===== config.mk =====
export PLATFORM = sky130hd
export DESIGN_NAME = sv32_ptw
export DESIGN_NICKNAME = d
export VERILOG_FILES = /design/src/rtl/sv32_pkg.sv /design/src/rtl/sv32_pte_check.sv /design/src/rtl/sv32_ptw.sv
export SDC_FILE = /design/constraint.sdc
export NUM_CORES = 1
export LEC_CHECK = 0
export BUFFER_PORTS_ARGS = -buffer_cell sky130_fd_sc_hd__buf_2
export CAP_MARGIN = 25
export CORE_ASPECT_RATIO = 0.75
export CORE_UTILIZATION = 25
export DETAILED_ROUTE_END_ITERATION = 16
export MAX_ROUTING_LAYER = met4
export PLACE_DENSITY = 0.45
export SLEW_MARGIN = 20
export SYNTH_ARGS = -nofsm -noshare
export SYNTH_HDL_FRONTEND = slang
export SYNTH_HIERARCHICAL = 1
export SYNTH_SLANG_ARGS = --single-unit

===== constraint.sdc =====
create_clock -name clk -period 3.7 [get_ports clk]
set_clock_uncertainty 0.05 [all_clocks]
set_input_delay 0.74 -clock clk [delete_from_list [all_inputs] [get_ports clk]]
set_output_delay 0.74 -clock clk [all_outputs]
set_load 0.1 [all_outputs]

===== src/rtl/sv32_pkg.sv =====
// sv32_pkg: shared Sv32 PTE layout, walker widths and FSM encoding
package sv32_pkg;
    localparam int VPN_W     = 20;
    localparam int PTE_W     = 64;
    localparam int PA_W      = 34;
    localparam int PPN_W     = 22;
    localparam int PG_OFFSET = 12;
    localparam int PTE_V     = 0;
    localparam int PTE_R     = 1;
    localparam int PTE_W_BIT = 2;
    localparam int PTE_X     = 3;
    localparam int PTE_U     = 4;
    localparam int PTE_G     = 5;
    localparam int PTE_A     = 6;
    localparam int PTE_D     = 7;
    localparam int PPN0_LSB  = 10;
    localparam int PPN0_MSB  = 19;
    localparam int PPN1_LSB  = 20;
    localparam int PPN1_MSB  = 31;

    typedef struct packed {
        logic [11:0] ppn1;
        logic [9:0]  ppn0;
        logic [1:0]  rsw;
        logic        d;
        logic        a;
        logic        g;
        logic        u;
        logic        x;
        logic        w;
        logic        r;
        logic        v;
    } sv32_pte_t;

    typedef enum logic [2:0] {
        IDLE, L1_REQ, L1_WAIT, L0_REQ, L0_WAIT, FILL, FAULT, DRAIN
    } ptw_state_e;
endpackage


===== src/rtl/sv32_pte_check.sv =====
// sv32_pte_check: classifies one PTE as leaf/pointer and flags faults
module sv32_pte_check
    import sv32_pkg::*;
(
    input  logic [31:0]      pte_i,
    input  logic             level_i,
    input  logic             store_i,
    output logic             is_leaf_o,
    output logic             fault_o,
    output logic [PPN_W-1:0] next_ppn_o
);
    sv32_pte_t p;
    logic      unused_bits;
    assign p           = sv32_pte_t'(pte_i);
    assign unused_bits = ^{p.rsw, p.g, p.u};
    assign is_leaf_o   = p.r | p.x;
    assign next_ppn_o  = {p.ppn1, p.ppn0};
    // A/D are never updated in hardware, so a clear A (or clear D on a store) faults
    always_comb fault_o = ~p.v | (~p.r & p.w) |
        (is_leaf_o ? (level_i & |p.ppn0) | ~p.a | (store_i & ~p.d) : ~level_i);
endmodule


===== src/rtl/sv32_ptw.sv =====
// sv32_ptw: Sv32 two-level page-table walker that fills the TLB on a miss
module sv32_ptw
    import sv32_pkg::*;
(
    input  logic             clk,
    input  logic             rst,
    input  logic             req_valid,
    output logic             req_ready,
    input  logic [VPN_W-1:0] req_vpn,
    input  logic             req_store,
    input  logic [PPN_W-1:0] satp_ppn,
    output logic             mem_req_valid,
    input  logic             mem_req_ready,
    output logic [PA_W-1:0]  mem_addr,
    input  logic             mem_rsp_valid,
    input  logic             mem_rsp_err,
    input  logic [31:0]      mem_rdata,
    output logic             tlb_we,
    output logic [VPN_W-1:0] tlb_vpn,
    output logic             tlb_spage,
    output logic [PTE_W-1:0] tlb_pte,
    output logic             resp_valid,
    output logic             resp_fault,
    input  logic             flush_req
);
    ptw_state_e       state_q;
    logic [VPN_W-1:0] vpn_q;
    logic [PA_W-1:0]  mem_addr_q;
    logic [31:0]      pte_q;
    logic             store_q, req_ready_q, mem_req_valid_q, tlb_we_q, tlb_spage_q;
    logic             resp_valid_q, resp_fault_q;
    logic             is_leaf, chk_fault;
    logic [PPN_W-1:0] next_ppn;

    sv32_pte_check u_chk (
        .pte_i      (mem_rdata),
        .level_i    (state_q == L1_WAIT),
        .store_i    (store_q),
        .is_leaf_o  (is_leaf),
        .fault_o    (chk_fault),
        .next_ppn_o (next_ppn)
    );

    assign req_ready     = req_ready_q;
    assign mem_req_valid = mem_req_valid_q;
    assign mem_addr      = mem_addr_q;
    assign tlb_we        = tlb_we_q & ~flush_req;
    assign tlb_vpn       = vpn_q;
    assign tlb_spage     = tlb_spage_q;
    assign tlb_pte       = {{(PTE_W-32){1'b0}}, pte_q};
    assign resp_valid    = resp_valid_q;
    assign resp_fault    = resp_fault_q;

    always_ff @(posedge clk) begin
        if (rst) begin
            state_q         <= IDLE;
            vpn_q           <= '0;
            store_q         <= 1'b0;
            pte_q           <= '0;
            mem_addr_q      <= '0;
            req_ready_q     <= 1'b1;
            mem_req_valid_q <= 1'b0;
            tlb_we_q        <= 1'b0;
            tlb_spage_q     <= 1'b0;
            resp_valid_q    <= 1'b0;
            resp_fault_q    <= 1'b0;
        end else begin
            tlb_we_q     <= 1'b0;
            resp_valid_q <= 1'b0;
            resp_fault_q <= 1'b0;
            unique case (state_q)
                IDLE: if (req_valid) begin
                    state_q         <= L1_REQ;
                    vpn_q           <= req_vpn;
                    store_q         <= req_store;
                    req_ready_q     <= 1'b0;
                    mem_req_valid_q <= 1'b1;
                    mem_addr_q      <= {satp_ppn, {PG_OFFSET{1'b0}}} + PA_W'({req_vpn[VPN_W-1:10], 2'b00});
                end
                L1_REQ, L0_REQ: if (flush_req) begin
                    mem_req_valid_q <= 1'b0;
                    state_q         <= mem_req_ready ? DRAIN : IDLE;
                    req_ready_q     <= ~mem_req_ready;
                end else if (mem_req_ready) begin
                    mem_req_valid_q <= 1'b0;
                    state_q         <= state_q == L1_REQ ? L1_WAIT : L0_WAIT;
                end
                L1_WAIT, L0_WAIT: if (mem_rsp_valid) begin
                    // a flush landing with the response has nothing left to drain
                    if (flush_req) begin
                        state_q     <= IDLE;
                        req_ready_q <= 1'b1;
                    end else if (mem_rsp_err | chk_fault) begin
                        state_q      <= FAULT;
                        resp_valid_q <= 1'b1;
                        resp_fault_q <= 1'b1;
                    end else if (is_leaf) begin
                        state_q      <= FILL;
                        tlb_we_q     <= 1'b1;
                        resp_valid_q <= 1'b1;
                        tlb_spage_q  <= state_q == L1_WAIT;
                        pte_q        <= mem_rdata;
                    end else begin
                        state_q         <= L0_REQ;
                        mem_req_valid_q <= 1'b1;
                        mem_addr_q      <= {next_ppn, {PG_OFFSET{1'b0}}} + PA_W'({vpn_q[9:0], 2'b00});
                    end
                end else if (flush_req) begin
                    state_q <= DRAIN;
                end
                FILL, FAULT: begin
                    state_q     <= IDLE;
                    req_ready_q <= 1'b1;
                end
                DRAIN: if (mem_rsp_valid) begin
                    state_q     <= IDLE;
                    req_ready_q <= 1'b1;
                end
                default: state_q <= IDLE;
            endcase
        end
    end
endmodule


Yosys cells after proc, flatten, opt, wreduce, memory -nomap -nowiden
Cells that the tools add are included.

Input bits: 82. Bits in registers: 96. Word-level logic and storage cells: 101. Output and inout port bits: 124. Latch bits: 0. Memories: 0. ROM bits: 0. RAM bits: 0.

Mux-type cells: 36. Equal/unequal tests: 17. Bitwise logic cells: 20. Reduce and logical (&&, ||, !) cells: 15. Shift operators: 0. Multipliers: 0. $add $sub $neg: 2. Div/mod/pow operators: 0. Magnitude comparators: 0.

Operator list (number): 34-bit 2-to-1 mux (5); 34-bit by 12-bit adder with 34-bit output (2); 34-bit one-hot mux with 2 select lines (1); 3-bit 2-to-1 mux (11); 1-bit 2-to-1 mux (16); 2-bit inequality test (second input constant) (8); 3-bit one-hot mux with 5 select lines (1); 3-bit equality test (second input constant) (4); 1-bit inverter (10); 5-bit AND reduction (2); 10-bit OR reduction (1); 7-bit AND reduction (1); 3-bit by 2-bit equality test with 1-bit output (second input constant) (2); 3-bit inequality test (second input constant) (2); 1-bit bitwise OR (6); 6-bit AND reduction (1); 2-bit OR reduction (3); 1-bit one-hot mux with 5 select lines (1); 5-bit OR reduction (1); 1-bit bitwise AND (4); 4-bit AND reduction (1); 4-bit OR reduction (1); 3-bit by 1-bit equality test with 1-bit output (second input constant) (1); 3-bit logical NOT (1); 4 further kinds (4).

Depth between registers and ports, before layout
Depth in word-level cells: 11. Mapped depth: 13. Gate-level depth less buffers: 10.

Modules after synthesis
Netlist, hierarchy kept.

Modules (own cells, without submodules): sv32_ptw (cells an instance 536, area an instance 4335.4 µm², times used 1, sequential area each 1881.8 µm²); sv32_pte_check (cells an instance 35, area an instance 259.0 µm², times used 1, sequential area each 0.0 µm²).

Worst setup path before layout
OpenSTA, ideal clock, no wires.

Path type: input to output. Start: in flush_req. End: out tlb_we. Cell stages on the path: 2. Setup slack: 0.639 ns. Path buffers: 1. Arrival: 2.271 ns. Cell sequence: clkbuf_1 nor2b_1.

Longest elaborated chain between the ends: 2.

Ends and longest elaborated chain: start: declaration (line sv32_ptw.sv:24) `input logic flush_req`; 1-bit inverter (no line); 1-bit bitwise AND (line sv32_ptw.sv:47) `assign tlb_we = tlb_we_q & ~flush_req;`; end: declaration (line sv32_ptw.sv:18) `output logic tlb_we,`.

No other way between the ends.

Worst setup path in the final report
Start: reg state_q[0]. End: reg mem_addr_q[29], in the netlist mem_addr[29].

Longest elaborated chain between the ends: 9. Elaborated cells on any way between the ends: 19. Classes of those cells: 7 x eq/ne; 2 x mux; 6 x bitwise; 4 x reduce/logical.

Ends and longest elaborated chain: start: declaration (line sv32_ptw.sv:26) `ptw_state_e state_q;`; start signal: assignment (line sv32_ptw.sv:82) `state_q <= mem_req_ready ? DRAIN : IDLE;`; start signal: assignment (line sv32_ptw.sv:86) `state_q <= state_q == L1_REQ ? L1_WAIT : L0_WAIT;`; 3-bit by 2-bit equality test with 1-bit output * (line sv32_ptw.sv:37) `.level_i (state_q == L1_WAIT),`; 1-bit bitwise AND (line sv32_pte_check.sv:20) `(is_leaf_o ? (level_i & |p.ppn0) | ~p.a | (store_i & ~p.d) : ~level_i);`; 1-bit bitwise OR (2 in a row) (line sv32_pte_check.sv:20); 1-bit 2-to-1 mux * (line sv32_pte_check.sv:20); 1-bit bitwise OR * (line sv32_pte_check.sv:19) `always_comb fault_o = ~p.v | (~p.r & p.w) |`; named net chk_fault (line sv32_ptw.sv:32) `logic is_leaf, chk_fault;`; 1-bit bitwise OR * (line sv32_ptw.sv:93) `end else if (mem_rsp_err | chk_fault) begin`; 2-bit inequality test (no line) *; 6-bit AND reduction (no line) *; end signal: assignment (line sv32_ptw.sv:78) `mem_addr_q <= {satp_ppn, {PG_OFFSET{1'b0}}} + PA_W'({req_vpn[VPN_W-1:10], 2'b00});`; end signal: assignment (line sv32_ptw.sv:106) `mem_addr_q <= {next_ppn, {PG_OFFSET{1'b0}}} + PA_W'({vpn_q[9:0], 2'b00});`; end: declaration (line sv32_ptw.sv:28) `logic [PA_W-1:0] mem_addr_q;`.

The timed path passes the listed nets; every way through them passes the cells marked *. A chain may end at the register's enable or synchronous reset.

==> reports/metrics.cfg <==
[finish]
multi_input_area_um2 = 2160
fin_cells = 946
area_delta_synth_final_pct = 23.6
finalInstanceArea_um2 = 5680
seqCellArea_um2 = 1880
fill_cells = 1909
fin_util_pct = 31.9
drive_gt1_share_pct = 32.9
nets = 779

[detailed_routing]
dr_total_vias = 4334
via_per_inst = 4.58
drc = 0
drtIter0Drc = 264
avgRoutedWirePerCell_um = 15.3
drtPass1Iterations = 5
antenna_left = 0
wirelength_um = 14500

[critical_path]
critPathCapture = mem_addr[29]$_SDFFE_PP0P_
crit_path_top_delay_cell = buf_4
critPathMaxFanout = 41
required_ns = 3.90
startpoint_type = flop
critical_path_buf_inv_count = 2
critical_path.top_delay_family = simple AND/OR/NAND/NOR gates
rr_endpoint = mem_addr[29]$_SDFFE_PP0P_
cp.arrival_ns = 3.29
crit_chain = inv_2, and3_1, nor4b_2, nand2_1, nor3_2, o311ai_1, nor3_1, a41o_2, buf_4, nor2_1, a311oi_1
r2r_slack_ns = 0.61
endpoint_kind = flop
criticalPathCategory = flop to flop
path_depth = 11
startpoint = state_q[0]$_SDFFE_PP0P_
r2r-start = state_q[0]$_SDFFE_PP0P_
critPathMaxStageDelay_ns = 0.42
reg2regPathDepth = 11

[floorplanning]
start_util_pct = 25.8
dieWidth_um = 159
rows = 42
io_pins = 206
die_h_um = 119
dieArea_um2 = 18900
core_um2 = 17800

[pwr]
p_per_area_nw_per_um2 = 886
switching_share_pct = 54.2
clkPwrFrac_pct = 20.7
ir_worst_vdd_mv = 0.347
p_comb_share_pct = 53.5
p_int_w = 0.00230
p_seq_share_pct = 25.8
leakage_nw = 2.38
p_sw_w = 0.00273

[synth]
yosysMostFrequentCell = nand2_1
synth-main-ff-cell = dfxtp_1
synth.avg_cell_area_um2 = 8.05
synth_edf_count = 0
yosysSeqAreaShare_pct = 41.0
ys_warn_count = 6
synthCells = 571
ys_types = 50
async_flop_share_pct = 0
synth_top_area_cell = dfxtp_1
synthTopCellsByCount = nand2_1, dfxtp_1, buf_4
yosysTopAreaCellShare_pct = 41.0
synthesis.area_um2 = 4590
ys_seq_elements = 94
synthTopCellsByArea = dfxtp_1, nand2_1, buf_4

[global_route]
grt.overflow.total = 0
grt_pass1_wl_um = 21400
grt.total_usage_pct = 15.4
antenna_found_initial = 1
grt_max_degree = 73
grt_pass1_vias = 3914

[timing]
finalSetupTns_ns = 0
clock.fmax_ghz = 0.324
relSlewSlack_pct = 36.7
period_share_pct = 83.5
setup_viol = 0
period_needed_ns = 3.09
drv_slew = 0
rsz0062_at_grt = no
layout_setup_ws_ns = 0.610
hold_viol = 0
worstMarginPinSlew_ns = 0.947

[clock_network]
cts_resized = 0
cts_tree = yes
cts_buffer_depth = 2
cts_num_sinks = 94
clkTransAtPathRegs_ns = 0.07
htreeDepth = 3
cts_buffers = 9
clockRootBuffer = clkbuf_16
ctsHoldBuffers = 0
post_cts.repair.setup_buffers = 0
clkLatencyLatePin_ns = 0.34

[place]
dp_cells = 927
place_area_um2 = 5320
hpwl_um = 10200
gp_congestion = 0.807
portBuffers = 171
dpl_worst_slack_ns = 0.461

[worst_hold_path]
holdCritPathClass = flop to flop

[job]
cap_violations = 0

[outcome]
status = finished clean

cell usage in the layout, fill, tap and decap left out, drive strengths merged, types with 2 or more instances in the layout:
master,n
buf,184
nand2,146
dfxtp,94
a21oi,62
nor2,43
o21ai,38
conb,34
a311oi,32
nor3,10
clkbuf,9
inv,8
diode,2
nor2b,2
nor3b,2
mux2i,2
nand3,2
o21bai,2
a211oi,2
bufinv,2
nor4b,2
nor4,2
clkinv,2
registers in the layout, indices dropped and copies added (netlist names), 3 cells and up:
register	count
mem_addr	32
pte_q	32
tlb_vpn	20
state_q	3
kinds of logic after synthesis:
family	share of synthesized area (%)
buf+inv	14.7
mux	0.436
xor+xnor	0.953
simple gates	20.3
flops	41.0
compound gates	22.5
other cells	0.0816
tightest hold or removal path, cell delays in order (launching register included):
cell and delay, ns:
dfxtp_1 0.31, nand2_1 0.05, a21oi_1 0.05
through the flow:
step / total power, W / hold WS (ns)
after floorplan: 0.00360 / 0.386
after CTS: 0.00506 / 0.405
final: 0.00503 / 0.404
after global placement: 0.00396 / 0.392
after detailed placement: 0.00400 / 0.395
after global routing: 0.00528 / 0.416
area by class of cell:
class	count	area share, %
diodes	2	0.0881
clock buffers	9	3.97
clock inverters	7	1.85
inverters	5	0.331
multi-input cells	403	38.1
flip-flops and latches	94	33.2
well taps	242	5.33
repair buffers	184	17.2
power by group through the flow:
stage / Clock [W] / Sequential (W) / Combinational (W)
5_1_grt: 0.00112 / 0.00132 / 0.00284
3_5_place_dp: 0 / 0.00132 / 0.00268
6_report: 0.00104 / 0.00130 / 0.00269
3_3_place_gp: 0 / 0.00132 / 0.00265
2_1_floorplan: 0 / 0.00253 / 0.00108
4_1_cts: 0.00108 / 0.00130 / 0.00268
per-layer routing:
metal | track usage, % | wire, µm | up-vias
met2 | 24.2 | 6580 | 169
met4 | 3.61 | 144 | 0
met3 | 4.04 | 1120 | 11
met5 | - | 0 | -
li1 | - | - | 2113
met1 | 19.7 | 6650 | 2041
worst min path at each step:
stage	to	slack, ns	startpoint	cells after the start
2_1_floorplan	store_q$_SDFFE_PP0P_	0.39	store_q$_SDFFE_PP0P_	2
3_3_place_gp	pte_q[13]$_SDFFE_PP0P_	0.39	pte_q[13]$_SDFFE_PP0P_	2
3_5_place_dp	pte_q[5]$_SDFFE_PP0P_	0.39	pte_q[5]$_SDFFE_PP0P_	2
4_1_cts	pte_q[5]$_SDFFE_PP0P_	0.40	pte_q[5]$_SDFFE_PP0P_	2
5_1_grt	pte_q[6]$_SDFFE_PP0P_	0.42	pte_q[6]$_SDFFE_PP0P_	2
6_report	pte_q[24]$_SDFFE_PP0P_	0.40	pte_q[24]$_SDFFE_PP0P_	2
Note: power is estimated with default switching activity, not from simulation.
